<file path="config.mk">
export PLATFORM = sky130hd
export DESIGN_NAME = hilo_muldiv_sequencer
export DESIGN_NICKNAME = d
export VERILOG_FILES = /design/src/rtl/hilo_pkg.sv /design/src/rtl/muldiv_iter_core.sv /design/src/rtl/hilo_muldiv_sequencer.sv
export SDC_FILE = /design/constraint.sdc
export NUM_CORES = 1
export LEC_CHECK = 0
export CELL_PAD_IN_SITES_DETAIL_PLACEMENT = 0
export CELL_PAD_IN_SITES_GLOBAL_PLACEMENT = 2
export CORE_UTILIZATION = 36
export CTS_CLUSTER_SIZE = 20
export DETAILED_ROUTE_END_ITERATION = 8
export PLACE_DENSITY_LB_ADDON = 0.1
export SKIP_CTS_REPAIR_TIMING = 1
export SLEW_MARGIN = 20
export SYNTH_ARGS = -nofsm -noshare
export SYNTH_HDL_FRONTEND = slang
export SYNTH_SLANG_ARGS = --single-unit
</file>
<file path="constraint.sdc">
create_clock -name Clk -period 6.7 [get_ports Clk]
set_input_delay 1.675 -clock Clk [delete_from_list [all_inputs] [get_ports Clk]]
set_output_delay 1.675 -clock Clk [all_outputs]
set_load 0.05 [all_outputs]
</file>
<file path="src/rtl/hilo_pkg.sv">
// ---------------------------------------------------------------------------
// hilo_pkg : shared op/state encodings for the Hi/Lo mul/div sequencer
// Rev 1.0
// ---------------------------------------------------------------------------
`default_nettype none

package hilo_pkg;

  localparam int DATA_W_DEFAULT = 32;

  typedef enum logic [2:0] {
    OP_MULT  = 3'd0,
    OP_MULTU = 3'd1,
    OP_DIV   = 3'd2,
    OP_DIVU  = 3'd3,
    OP_MADD  = 3'd4,
    OP_MSUB  = 3'd5
  } op_e;

  typedef enum logic [1:0] {
    S_IDLE  = 2'd0,
    S_CALC  = 2'd1,
    S_WRITE = 2'd2
  } state_e;

  function automatic logic op_valid(input logic [2:0] op);
    return op <= OP_MSUB;
  endfunction

  function automatic logic op_is_div(input logic [2:0] op);
    return (op == OP_DIV) || (op == OP_DIVU);
  endfunction

  function automatic logic op_is_signed(input logic [2:0] op);
    return (op != OP_MULTU) && (op != OP_DIVU);
  endfunction

endpackage

`default_nettype wire

</file>
<file path="src/rtl/muldiv_iter_core.sv">
// ---------------------------------------------------------------------------
// muldiv_iter_core : one radix-2 shift-add (multiply) or restoring (divide) step
// Rev 1.0
// ---------------------------------------------------------------------------
`default_nettype none

module muldiv_iter_core
  import hilo_pkg::*;
#(
  parameter int DATA_W = DATA_W_DEFAULT
) (
  input  logic              is_div,
  input  logic [DATA_W-1:0] hi_in,
  input  logic [DATA_W-1:0] lo_in,
  input  logic [DATA_W-1:0] opnd,
  output logic [DATA_W-1:0] hi_out,
  output logic [DATA_W-1:0] lo_out
);

  logic [DATA_W:0] sum;
  logic [DATA_W:0] rem_sh;
  logic [DATA_W:0] diff;
  logic            ge;

  always_comb begin
    sum    = {1'b0, hi_in} + (lo_in[0] ? {1'b0, opnd} : {(DATA_W+1){1'b0}});
    rem_sh = {hi_in, lo_in[DATA_W-1]};
    diff   = rem_sh - {1'b0, opnd};
    // The partial remainder stays below the divisor, so the difference never
    // reaches bit DATA_W unless it went negative: that bit is the borrow.
    ge     = ~diff[DATA_W];
    if (is_div) begin
      hi_out = ge ? diff[DATA_W-1:0] : rem_sh[DATA_W-1:0];
      lo_out = {lo_in[DATA_W-2:0], ge};
    end else begin
      hi_out = sum[DATA_W:1];
      lo_out = {sum[0], lo_in[DATA_W-1:1]};
    end
  end

endmodule

`default_nettype wire

</file>
<file path="src/rtl/hilo_muldiv_sequencer.sv">
// ---------------------------------------------------------------------------
// hilo_muldiv_sequencer : iterative MULT/MULTU/DIV/DIVU/MADD/MSUB unit feeding Hi/Lo
// Rev 1.0
// ---------------------------------------------------------------------------
`default_nettype none

module hilo_muldiv_sequencer
  import hilo_pkg::*;
#(
  parameter int DATA_W = DATA_W_DEFAULT,
  parameter int CNT_W  = 5
) (
  input  logic              Clk,
  input  logic              Rst_n,
  input  logic              Start,
  input  logic [2:0]        Op,
  input  logic [DATA_W-1:0] A,
  input  logic [DATA_W-1:0] B,
  input  logic              ReadReq,
  input  logic              Flush,
  output logic              Busy,
  output logic              Stall,
  output logic              Done,
  output logic              DivByZero,
  output logic [DATA_W-1:0] WriteHiData,
  output logic [DATA_W-1:0] WriteLoData,
  output logic              WriteEn,
  output logic              Madd,
  output logic              Msub
);

  state_e            state, state_nxt;
  logic [2:0]        op_q;
  logic [CNT_W-1:0]  cnt;
  logic [DATA_W-1:0] hi_q, lo_q, opnd_q, a_q;
  logic              neg_q, rneg_q, dbz_q;
  logic [DATA_W-1:0] step_hi, step_lo;
  logic [DATA_W-1:0] a_mag, b_mag;
  logic [DATA_W-1:0] res_hi, res_lo;
  logic [2*DATA_W-1:0] prod, prod_fix;
  logic              accept, last, in_sgn, in_div;

  assign in_sgn = op_is_signed(Op);
  assign in_div = op_is_div(Op);
  assign a_mag  = (in_sgn && A[DATA_W-1]) ? -A : A;
  assign b_mag  = (in_sgn && B[DATA_W-1]) ? -B : B;
  assign accept = (state == S_IDLE) && Start && op_valid(Op);
  assign last   = (cnt == CNT_W'(DATA_W-1));

  always_ff @(posedge Clk or negedge Rst_n) begin
    if (!Rst_n) state <= S_IDLE;
    else        state <= state_nxt;
  end

  always_comb begin
    state_nxt = state;
    case (state)
      S_IDLE:  if (accept) state_nxt = S_CALC;
      S_CALC:  if (Flush) state_nxt = S_IDLE;
               else if (last) state_nxt = S_WRITE;
      S_WRITE: state_nxt = S_IDLE;
      default: state_nxt = S_IDLE;
    endcase
  end

  muldiv_iter_core #(.DATA_W(DATA_W)) u_core (
    .is_div (op_is_div(op_q)),
    .hi_in  (hi_q),
    .lo_in  (lo_q),
    .opnd   (opnd_q),
    .hi_out (step_hi),
    .lo_out (step_lo)
  );

  // Sign correction applied to the final step's output on the way to Hi/Lo.
  always_comb begin
    prod     = {step_hi, step_lo};
    prod_fix = neg_q ? -prod : prod;
    res_hi   = prod_fix[2*DATA_W-1:DATA_W];
    res_lo   = prod_fix[DATA_W-1:0];
    if (op_is_div(op_q)) begin
      res_lo = dbz_q ? {DATA_W{1'b1}} : (neg_q ? -step_lo : step_lo);
      res_hi = dbz_q ? a_q : (rneg_q ? -step_hi : step_hi);
    end
  end

  always_ff @(posedge Clk or negedge Rst_n) begin
    if (!Rst_n) begin
      op_q        <= OP_MULT;
      cnt         <= '0;
      hi_q        <= '0;
      lo_q        <= '0;
      opnd_q      <= '0;
      a_q         <= '0;
      neg_q       <= 1'b0;
      rneg_q      <= 1'b0;
      dbz_q       <= 1'b0;
      WriteHiData <= '0;
      WriteLoData <= '0;
    end else if (accept) begin
      op_q   <= Op;
      cnt    <= '0;
      hi_q   <= '0;
      a_q    <= A;
      lo_q   <= in_div ? a_mag : b_mag;
      opnd_q <= in_div ? b_mag : a_mag;
      neg_q  <= in_sgn && (A[DATA_W-1] ^ B[DATA_W-1]);
      rneg_q <= in_sgn && A[DATA_W-1];
      dbz_q  <= in_div && (B == '0);
    end else if (state == S_CALC) begin
      hi_q <= step_hi;
      lo_q <= step_lo;
      cnt  <= cnt + CNT_W'(1);
      if (last && !Flush) begin
        WriteHiData <= res_hi;
        WriteLoData <= res_lo;
      end
    end
  end

  assign Busy      = (state != S_IDLE);
  assign Stall     = (ReadReq || Start) && Busy;
  assign Done      = (state == S_WRITE);
  assign DivByZero = Done && dbz_q;
  assign Madd      = Done && (op_q == OP_MADD);
  assign Msub      = Done && (op_q == OP_MSUB);
  assign WriteEn   = Done && !(op_q == OP_MADD) && !(op_q == OP_MSUB);

endmodule

`default_nettype wire
</file>
==> impl_results.md, run 1 <==
- Core Rows: 81
- Clock Path Buffers: 3
- MaxCap Viol Count: 0
- Port Buffers: 142
- Placed cell areas: 0.0199 mm2
- Core Footprint: 0.0490 mm2
- Final setup fails: 0
- Vias: 18300
- Syn-to-layout area delta: 17.5%
- Yosys cell types: 96
- Worst path slowest cell: or4_1
- Leakage Power: 8.69 nW
- Drt wl/cell: 26.1 um
- Final Hold Fails: 0
- Critical Path, Cell by Cell: inv_1 > ha_1 > inv_1 > fa_1 > a211oi_2 > o211ai_1 > and3_4 > o2111ai_2 > nand3_1 > nand2_1 > nor2_1 > a21oi_1 > ha_1 > nand4_1 > or4_1 > nor2_1 > nand2_1 > or3_1 > nor3_1 > mux2i_1 > o221ai_1 > o21ai_0
- Clk sinks: 205
- Die area: 0.0505 mm2
- Number of top-level pins: 143
- DR pass1 iterations: 7
- Met2 usage: 55.0%
- Post-layout instance area: 0.0210 mm2
- GR Layer Usage met1: 40.0%
- Syn. warnings: 0
- Max FO, Critical Path: 6
- Final slew viol count: 0
- Slew HR: 19.7%
- Mapped Avg Cell Area: 7.68 um2
- Synthesized Nets: 2468
- CTS Buf Count: 28
- Post-DP HPWL: 62.5 mm
- Most common flop cell mapped by yosys: dfrtp_1
- Die Width: 225 um
- Placed Cells: 3034
- Clock power share: 17.0%
- DRC: 0
- DR vias/cell: 5.91
- Post-synthesis sequential area ratio: 28.7%
- Final wirelength: 80.6 mm
- Die height: 225 um
- FMAX: 0.175 GHz
- Fin crit period: 5710 ps
- Share of cells above drive strength 1: 7.14%
- Period Utilization, post-route: 85.2%
- Worst vdd ir: 0.271 mV
- Initial core utilization: 36.5%
- #FFs+latches synth: 205
- CTS root buffer: clkbuf_16
- Layout net count: 2544
- Pre-CTS WS: 815 ps
- Routed Antenna Nets: 0
- WS Path Type: register to register
- Seq pwr share: 19.5%
- Gate power share: 63.5%
- First-pass GRT wire length: 118 mm
- GRT overflow: 0
- Post-Layout Cell Count: 3087
- TritonCTS clock tree: built
- Final core occ: 42.8%
- Clk_lat worst skew: 600 ps
- Unrepaired setup endpoints after global routing: no
- Max Clock Skew: 14.6 ps
- RePlAce Congestion: 0.972
- Startpoint Class: register
- Int Power: 4.74 mW
- Cell Pwr Density: 478 mW/mm2
- CP peak stage delay: 690 ps
- Post-synthesis cell count: 2324
- Clk slew on worst S/H paths: 60 ps
- Number of synthesized flops with an enable pin: 0
- Grt met3 use: 3.49%
- Setup_tns: 0 ps
- Final worst slack: 995 ps
- Status: finished clean
- Sw frac: 52.7%
- Critical path arrival: 6220 ps
- H-Tree Depth: 1
- Ys async rst share: 100%
- GRT busiest layer: met2
- Worst Hold Class: register to register
- Initial antenna violation count: 4
- Mapped cell area: 0.0179 mm2
- Initial drt markers: 1589
- Net Sw Power: 5.28 mW
- Worst-margin pin slew: 1200 ps
- Tot GR Track Use: 31.6%
- WP data required: 7210 ps
- CP endpoint kind: register
- Largest net degree at the start of global routing: 122
- Vias in the first global route: 17600
area by class of cell:
| cell class | instances | area [um2] |
|---|---|---|
| Antenna cell | 1 | 2.50 |
| Clock buffer | 34 | 743 |
| Clock inverter | 18 | 289 |
| Fill cell | 5122 | 28000 |
| Inverter | 68 | 255 |
| Multi-Input combinational cell | 1908 | 11900 |
| Sequential cell | 205 | 5130 |
| Tap cell | 664 | 831 |
| Timing Repair Buffer | 189 | 1800 |
metal layers:
layer / vias to the layer above / routed length (um)
li1: 8588 / -
met1: 8947 / 34300
met2: 582 / 39100
met3: 129 / 3800
met4: 6 / 3310
met5: - / 41
cell usage in the layout, fill, tap and decap left out, drive strengths merged, types with 48 or more instances in the layout:
master / netlist / layout
nand2: 360 / 360
o21ai: 213 / 213
dfrtp: 205 / 205
nor2: 171 / 171
a21oi: 166 / 166
clkdlybuf4s50: 0 / 141
xnor2: 94 / 94
nand3: 91 / 91
xor2: 84 / 84
ha: 70 / 70
nor3: 69 / 69
inv: 67 / 68
buf: 34 / 48
critical path: cells and delay by family (launching register included):
family,cells,cell delay [ps]
flops,1,410
mux,1,220
simple gates,10,2670
fa+ha+maj,3,890
buf+inv,2,160
compound gates,6,1280
cell families (layout without fill, tap and decap cells):
group / count (synthesis) / count (layout) / share of synthesized area (%)
simple gates: 893 / 893 / 23.4
flops: 205 / 205 / 28.7
mux: 50 / 50 / 2.82
other cells: 0 / 1 / 0
compound gates: 715 / 715 / 26.4
fa+ha+maj: 72 / 72 / 5.13
xor+xnor: 178 / 178 / 8.73
buf+inv: 211 / 309 / 4.77
cells in the mapped netlist (6+ instances only):
| cell type | count | area, um2 |
|---|---|---|
| a21o_1 | 34 | 255 |
| or3_1 | 15 | 93.8 |
| ha_1 | 70 | 876 |
| o22a_1 | 31 | 272 |
| xor2_1 | 84 | 736 |
| and3_1 | 20 | 125 |
| o22ai_1 | 7 | 43.8 |
| nand2_1 | 360 | 1350 |
| or2_2 | 11 | 68.8 |
| buf_2 | 15 | 75.1 |
| buf_1 | 11 | 41.3 |
| nor2b_1 | 9 | 56.3 |
| nand4_1 | 24 | 150 |
| a21oi_1 | 162 | 811 |
| a31oi_1 | 21 | 131 |
| nor3_1 | 67 | 335 |
| xnor2_1 | 94 | 823 |
| o21ai_1 | 8 | 40.0 |
| o21bai_1 | 7 | 52.6 |
| nor2_1 | 169 | 634 |
| nand2b_1 | 21 | 131 |
| or4_1 | 15 | 113 |
| dfrtp_1 | 205 | 5130 |
| o211ai_1 | 44 | 330 |
| clkbuf_1 | 109 | 409 |
| o31ai_1 | 34 | 255 |
| and2_1 | 47 | 294 |
| o41ai_1 | 11 | 96.3 |
| mux2i_1 | 47 | 470 |
| a211oi_1 | 20 | 150 |
| nand3_1 | 91 | 455 |
| o221ai_1 | 30 | 263 |
| o21ai_0 | 202 | 1010 |
| a31o_2 | 11 | 96.3 |
| o31a_1 | 6 | 52.6 |
| inv_1 | 66 | 248 |
| nor4_1 | 19 | 119 |
| o21a_1 | 6 | 45.0 |
flip-flops by register name, summed over array words and instances, names as in the netlist:
register     count
WriteHiData     32
WriteLoData     32
a_q             32
hi_q            32
lo_q            32
opnd_q          32
cnt              5
op_q             3
state            2
dbz_q            1
neg_q            1
rneg_q           1
final timing paths:
kind / startpoint / to / slack [ps] / cells after the start
worst min-delay path: a_q[9]$_DFFE_PN0P_ / a_q[9]$_DFFE_PN0P_ / 470 / 2
max in group asynchronous: Rst_n / WriteHiData[26]$_DFFE_PN0P_ / 4340 / 2
worst max-delay path: lo_q[31]$_DFFE_PN0P_ / WriteHiData[22]$_DFFE_PN0P_ / 990 / 22
min in group asynchronous: Rst_n / hi_q[15]$_DFFE_PN0P_ / 1120 / 1
worst min register to register: a_q[9]$_DFFE_PN0P_ / a_q[9]$_DFFE_PN0P_ / 470 / 2
worst max register to register: lo_q[31]$_DFFE_PN0P_ / WriteHiData[22]$_DFFE_PN0P_ / 990 / 22
per-stage QoR:
| step | power [mW] | hold WS [ps] |
|---|---|---|
| final | 10.0 | 470 |
| after global routing | 10.6 | 500 |
| after CTS | 9.99 | 470 |
| after detailed placement | 8.26 | 456 |
| after global placement | 8.27 | 456 |
| after floorplan | 6.03 | 437 |
power groups by stage:
stage / Combinational, mW / Sequential (mW) / Clock, mW
6_report: 6.36 / 1.96 / 1.70
5_1_grt: 6.85 / 2.00 / 1.77
4_1_cts: 6.32 / 1.95 / 1.73
3_5_place_dp: 6.29 / 1.97 / 0
3_3_place_gp: 6.31 / 1.96 / 0
2_1_floorplan: 4.20 / 1.84 / 0
Note: power is estimated with default switching activity, not from simulation.
==> run 2, diff against run 1 <==
- CTS_BUF_LIST: default -> sky130_fd_sc_hd__clkbuf_16
- PLACE_DENSITY_LB_ADDON: 0.1 -> 0.08
==> run 2 against run 1 <==
- sequential cell count unchanged
- fmax down 2.8%
- clock power down 8%
- design area decreased by 0.38%
- register-to-register slack worse by 170 ps
- power is 0.51% lower
- first-iteration DRC count is 3.0% higher
- via count rose by 1.2%
- clock skew is 8.9 ps higher
- utilization down 0.16 points
- critical endpoint is now WriteHiData[31]$_DFFE_PN0P_
==> impl_results.md, run 2 (same netlist as run 1, synthesis figures left out) <==
- Critical path arrival: 6390 ps
- Seq pwr share: 19.5%
- Total power: 9.97 mW
- CTS Buf Count: 27
- Routed Antenna Nets: 0
- Die height: 225 um
- Vias: 18500
- DR pass1 iterations: 5
- Core Rows: 81
- Post-DP HPWL: 63.5 mm
- Die area: 0.0505 mm2
- Initial drt markers: 1636
- FMAX: 0.170 GHz
- Worst vdd ir: 0.218 mV
- Worst Hold Class: register to register
- Layout net count: 2546
- CP endpoint kind: register
- Placed Cells: 3036
- CTS root buffer: clkbuf_16
- Number of top-level pins: 143
- GRT busiest layer: met2
- Port Buffers: 142
- Initial antenna violation count: 3
- Setup_tns: 0 ps
- DRC: 0
- WP data required: 7220 ps
- Most frequent cells in the layout: nand2_1 (360), dfrtp_1 (204), o21ai_0 (202)
- Die Width: 225 um
- Clk_lat worst skew: 590 ps
- WS Path Type: register to register
- GR Layer Usage met1: 41.2%
- Leakage Power: 8.68 nW
- Final Hold Fails: 0
- Clock Path Buffers: 3
- Clock power share: 15.8%
- Fin crit period: 5870 ps
- Max Clock Skew: 23.5 ps
- Clk slew on worst S/H paths: 60 ps
- Met2 usage: 54.4%
- Startpoint Class: register
- Slew HR: 22.2%
- Final setup fails: 0
- Status: finished clean
- Unrepaired setup endpoints after global routing: no
- Largest net degree at the start of global routing: 121
- Vias in the first global route: 17900
- MaxCap Viol Count: 0
- H-Tree Depth: 1
- Final worst slack: 828 ps
- Clk sinks: 205
- DR vias/cell: 5.98
- GRT overflow: 0
- Max FO, Critical Path: 19
- Int Power: 4.66 mW
- First-pass GRT wire length: 120 mm
- Initial core utilization: 36.5%
- Final wirelength: 81.3 mm
- Drt wl/cell: 26.3 um
- Grt met3 use: 3.40%
- Most common cell after layout, fill and taps aside: nand2_1
- Pre-CTS WS: 745 ps
- Net Sw Power: 5.31 mW
- Tot GR Track Use: 32.1%
- Post-Layout Cell Count: 3088
- TritonCTS clock tree: built
- Final slew viol count: 0
- Syn-to-layout area delta: 17.0%
- Sw frac: 53.2%
- RePlAce Congestion: 0.938
- Share of cells above drive strength 1: 7.06%
- Cell Pwr Density: 477 mW/mm2
- Core Footprint: 0.0490 mm2
- Worst-margin pin slew: 1170 ps
- Period Utilization, post-route: 87.6%
- Gate power share: 64.7%
## run 2: layer usage
metal / up-vias / wire (um)
met5: - / 0
met4: 0 / 4060
met3: 147 / 4080
met2: 615 / 39000
met1: 9115 / 34200
li1: 8592 / -
## run 2: path summary, 6_finish.rpt
| path | cells past startpoint | end | start | slack (ps) |
|---|---|---|---|---|
| max | 17 | WriteHiData[31]$_DFFE_PN0P_ | lo_q[0]$_DFFE_PN0P_ | 830 |
| min | 2 | a_q[21]$_DFFE_PN0P_ | a_q[21]$_DFFE_PN0P_ | 480 |
| max reg2reg | 17 | WriteHiData[31]$_DFFE_PN0P_ | lo_q[0]$_DFFE_PN0P_ | 830 |
| min reg2reg | 2 | a_q[21]$_DFFE_PN0P_ | a_q[21]$_DFFE_PN0P_ | 480 |
| max in group asynchronous | 3 | WriteHiData[3]$_DFFE_PN0P_ | Rst_n | 4240 |
| min in group asynchronous | 1 | opnd_q[15]$_DFFE_PN0P_ | Rst_n | 950 |
## run 2: per-stage QoR
stage	area, um2	hold WS [ps]	util (%)
2_1_floorplan	17900	437	-
3_3_place_gp	19900	456	40.7
3_5_place_dp	19900	463	40.7
4_1_cts	20900	477	42.6
5_1_grt	20900	498	42.7
6_report	20900	476	42.7
## run 2: critical path: stages, from the launching register on
cell	delay, ps
dfrtp_1	600
and2_1	250
ha_1	230
fa_1	460
a21oi_1	260
o221a_2	310
o21ai_0	210
a21oi_1	370
o21a_1	220
mux2i_1	430
nand3_1	130
buf_4	180
nor4_1	460
nand3_1	320
or4b_4	570
or4_1	490
a21oi_1	160
o32a_1	170
## run 2: cell type report
cell class / count / area (um2)
Fill cell: 5029 / 28100
Tap cell: 664 / 831
Multi-Input combinational cell: 1908 / 11900
Inverter: 68 / 255
Clock inverter: 23 / 258
Clock buffer: 27 / 676
Sequential cell: 205 / 5130
Antenna cell: 1 / 2.50
Timing Repair Buffer: 192 / 1820
## run 2: power by group through the flow
| stage | sequential, mW | clock (mW) | combinational, mW |
|---|---|---|---|
| finish | 1.94 | 1.57 | 6.45 |
| detailed placement | 1.95 | 0 | 6.35 |
| global placement | 1.94 | 0 | 6.38 |
| floorplan | 1.84 | 0 | 4.20 |
| CTS | 1.93 | 1.59 | 6.38 |
| global route | 1.99 | 1.64 | 6.94 |
==> run 3, diff against run 2 <==
- PLACE_DENSITY: default -> 0.81
- PLACE_DENSITY_LB_ADDON: 0.08 -> default
==> run 3 against run 2 <==
- critical path depth up 6
- sequential share of layout area about the same
- final cell count about the same
- combinational power about the same
- utilization about the same
- non-clock buffer count up 3
- largest cell class unchanged
- clock-buffer cell count unchanged
==> impl_results.md, run 3 (same netlist as run 1, synthesis figures left out) <==
- Status: finished clean
- DR vias/cell: 5.99
- Final slew viol count: 0
- Worst R2R Path Depth: 23
- Share of cells above drive strength 1: 7.18%
- RR Startpoint: lo_q[31]$_DFFE_PN0P_
- Largest net degree at the start of global routing: 116
- Initial core utilization: 36.5%
- WS Path Type: register to register
- Die Width: 225 um
- Setup_tns: 0 ps
- Die height: 225 um
- Drt wl/cell: 25.5 um
- DRC: 0
- Post-Layout Cell Count: 3089
- Critical path arrival: 6310 ps
- FMAX: 0.171 GHz
- Syn-to-layout area delta: 17.1%
- Placed Cells: 3038
- CP endpoint kind: register
- HP Start: a_q[30]$_DFFE_PN0P_
- Port Buffers: 142
- Max FO, Critical Path: 13
- Total power: 9.88 mW
- Startpoint Class: register
- Post-layout instance area: 0.0209 mm2
- Worst path slowest cell: nor3_2
- R2R Path End: WriteHiData[28]$_DFFE_PN0P_
- Most common cell after layout, fill and taps aside: nand2_1
- Tot GR Track Use: 31.0%
- DR pass1 iterations: 7
- Pre-CTS WS: 938 ps
- Worst Setup SP: lo_q[31]$_DFFE_PN0P_
- Hold slack: 475 ps
- Period Utilization, post-route: 87.4%
- Top layer in use: met5
- Die area: 0.0505 mm2
- Final core occ: 42.7%
- Fin crit period: 5860 ps
- Final setup fails: 0
- Worst vdd ir: 0.241 mV
- Max Clock Skew: 14.8 ps
- Initial antenna violation count: 6
- Final worst slack: 845 ps
- Vias in the first global route: 17900
- Vias: 18500
- Post-DP HPWL: 60.7 mm
- Routed Antenna Nets: 0
- Initial drt markers: 1786
- Unrepaired setup endpoints after global routing: no
- Met1 wire length: 32.4 mm
- Detail Route met3 WL: 5.18 mm
- Clock Path Buffers: 3
- Worst-margin pin slew: 1240 ps
- Slew HR: 16.8%
- Most frequent cells in the layout: nand2_1 (360), dfrtp_1 (204), o21ai_0 (202)
- Clk slew on worst S/H paths: 70 ps
- Critical Path, Cell by Cell: inv_1 > ha_1 > inv_1 > fa_1 > a211oi_2 > o211ai_1 > and3_4 > o2111a_2 > nor3_2 > nor2_1 > nand2_1 > o21ai_0 > o21bai_1 > ha_1 > nand2_1 > nor3_1 > nand4_1 > buf_4 > or4_1 > o31ai_1 > xor2_1 > a221oi_1 > a21oi_1
- TritonCTS clock tree: built
- Worst Hold Class: register to register
- Clk_lat worst skew: 580 ps
- Leakage Power: 8.69 nW
- Met2 wire length: 36.9 mm
- Clk sinks: 205
- First-pass GRT wire length: 117 mm
- Endpoint, Worst Hold: a_q[30]$_DFFE_PN0P_
- Core Rows: 81
- Layout net count: 2549
- Worst Hold Depth: 2
- Diodes inserted: 0
- Core Footprint: 0.0490 mm2
- WP data required: 7160 ps
- CTS root buffer: clkbuf_16
- Cell Pwr Density: 473 mW/mm2
- Placed cell areas: 0.0200 mm2
- CTS Buf Count: 27
- Final Hold Fails: 0
- RePlAce Congestion: 1.01
- H-Tree Depth: 1
- GRT overflow: 0
- CP peak stage delay: 650 ps
- Final wirelength: 78.9 mm
- R2R setup slack: 840 ps
- MaxCap Viol Count: 0
- Number of top-level pins: 143
run 3: changes by cell type in the layout (fill, tap and decap cells not counted), moves of 2 or more:
cell	previous run	this run
buf_12	0	2
clkinv_2	6	4
clkinv_4	0	3
bufinv_16	5	3
run 3: area by class of cell:
class	count	area [um2]
fillers	5071	28000
multi-input cells	1908	11900
flip-flops and latches	205	5130
repair buffers	195	1870
well taps	664	831
clock buffers	27	676
inverters	68	255
clock inverters	22	214
run 3: worst max path at each step:
stage	depth (start not counted)	end	slack, ps
floorplan	23	WriteHiData[22]$_DFFE_PN0P_	1860
global placement	13	opnd_q[28]$_DFFE_PN0P_	930
detailed placement	13	opnd_q[28]$_DFFE_PN0P_	940
CTS	22	WriteHiData[28]$_DFFE_PN0P_	940
global route	23	WriteHiData[28]$_DFFE_PN0P_	370
finish	23	WriteHiData[28]$_DFFE_PN0P_	840
run 3: per-layer routing:
layer | GRT usage (%) | vias to the layer above
met4 | 15.1 | 4
met3 | 4.13 | 160
li1 | - | 8571
met5 | 0 | -
met1 | 39.7 | 9001
met2 | 51.4 | 755
run 3: worst max-delay path, delay by kind of cell (launching register included):
kind,cells,cell delay [ps]
DFF,1,410
AOI/OAI and AO/OA,8,1860
and+or+nand+nor,8,2060
xor gates and xnor gates,1,110
adders and majority gates,3,930
buffers and inverters,3,350
run 3: power by group:
group | internal [mW] | switching, mW | leakage (nW)
logic | 2.19 | 4.23 | 5.63
clock network | 0.856 | 0.642 | 0.436
registers | 1.53 | 0.426 | 2.62
total | 4.58 | 5.30 | 8.69
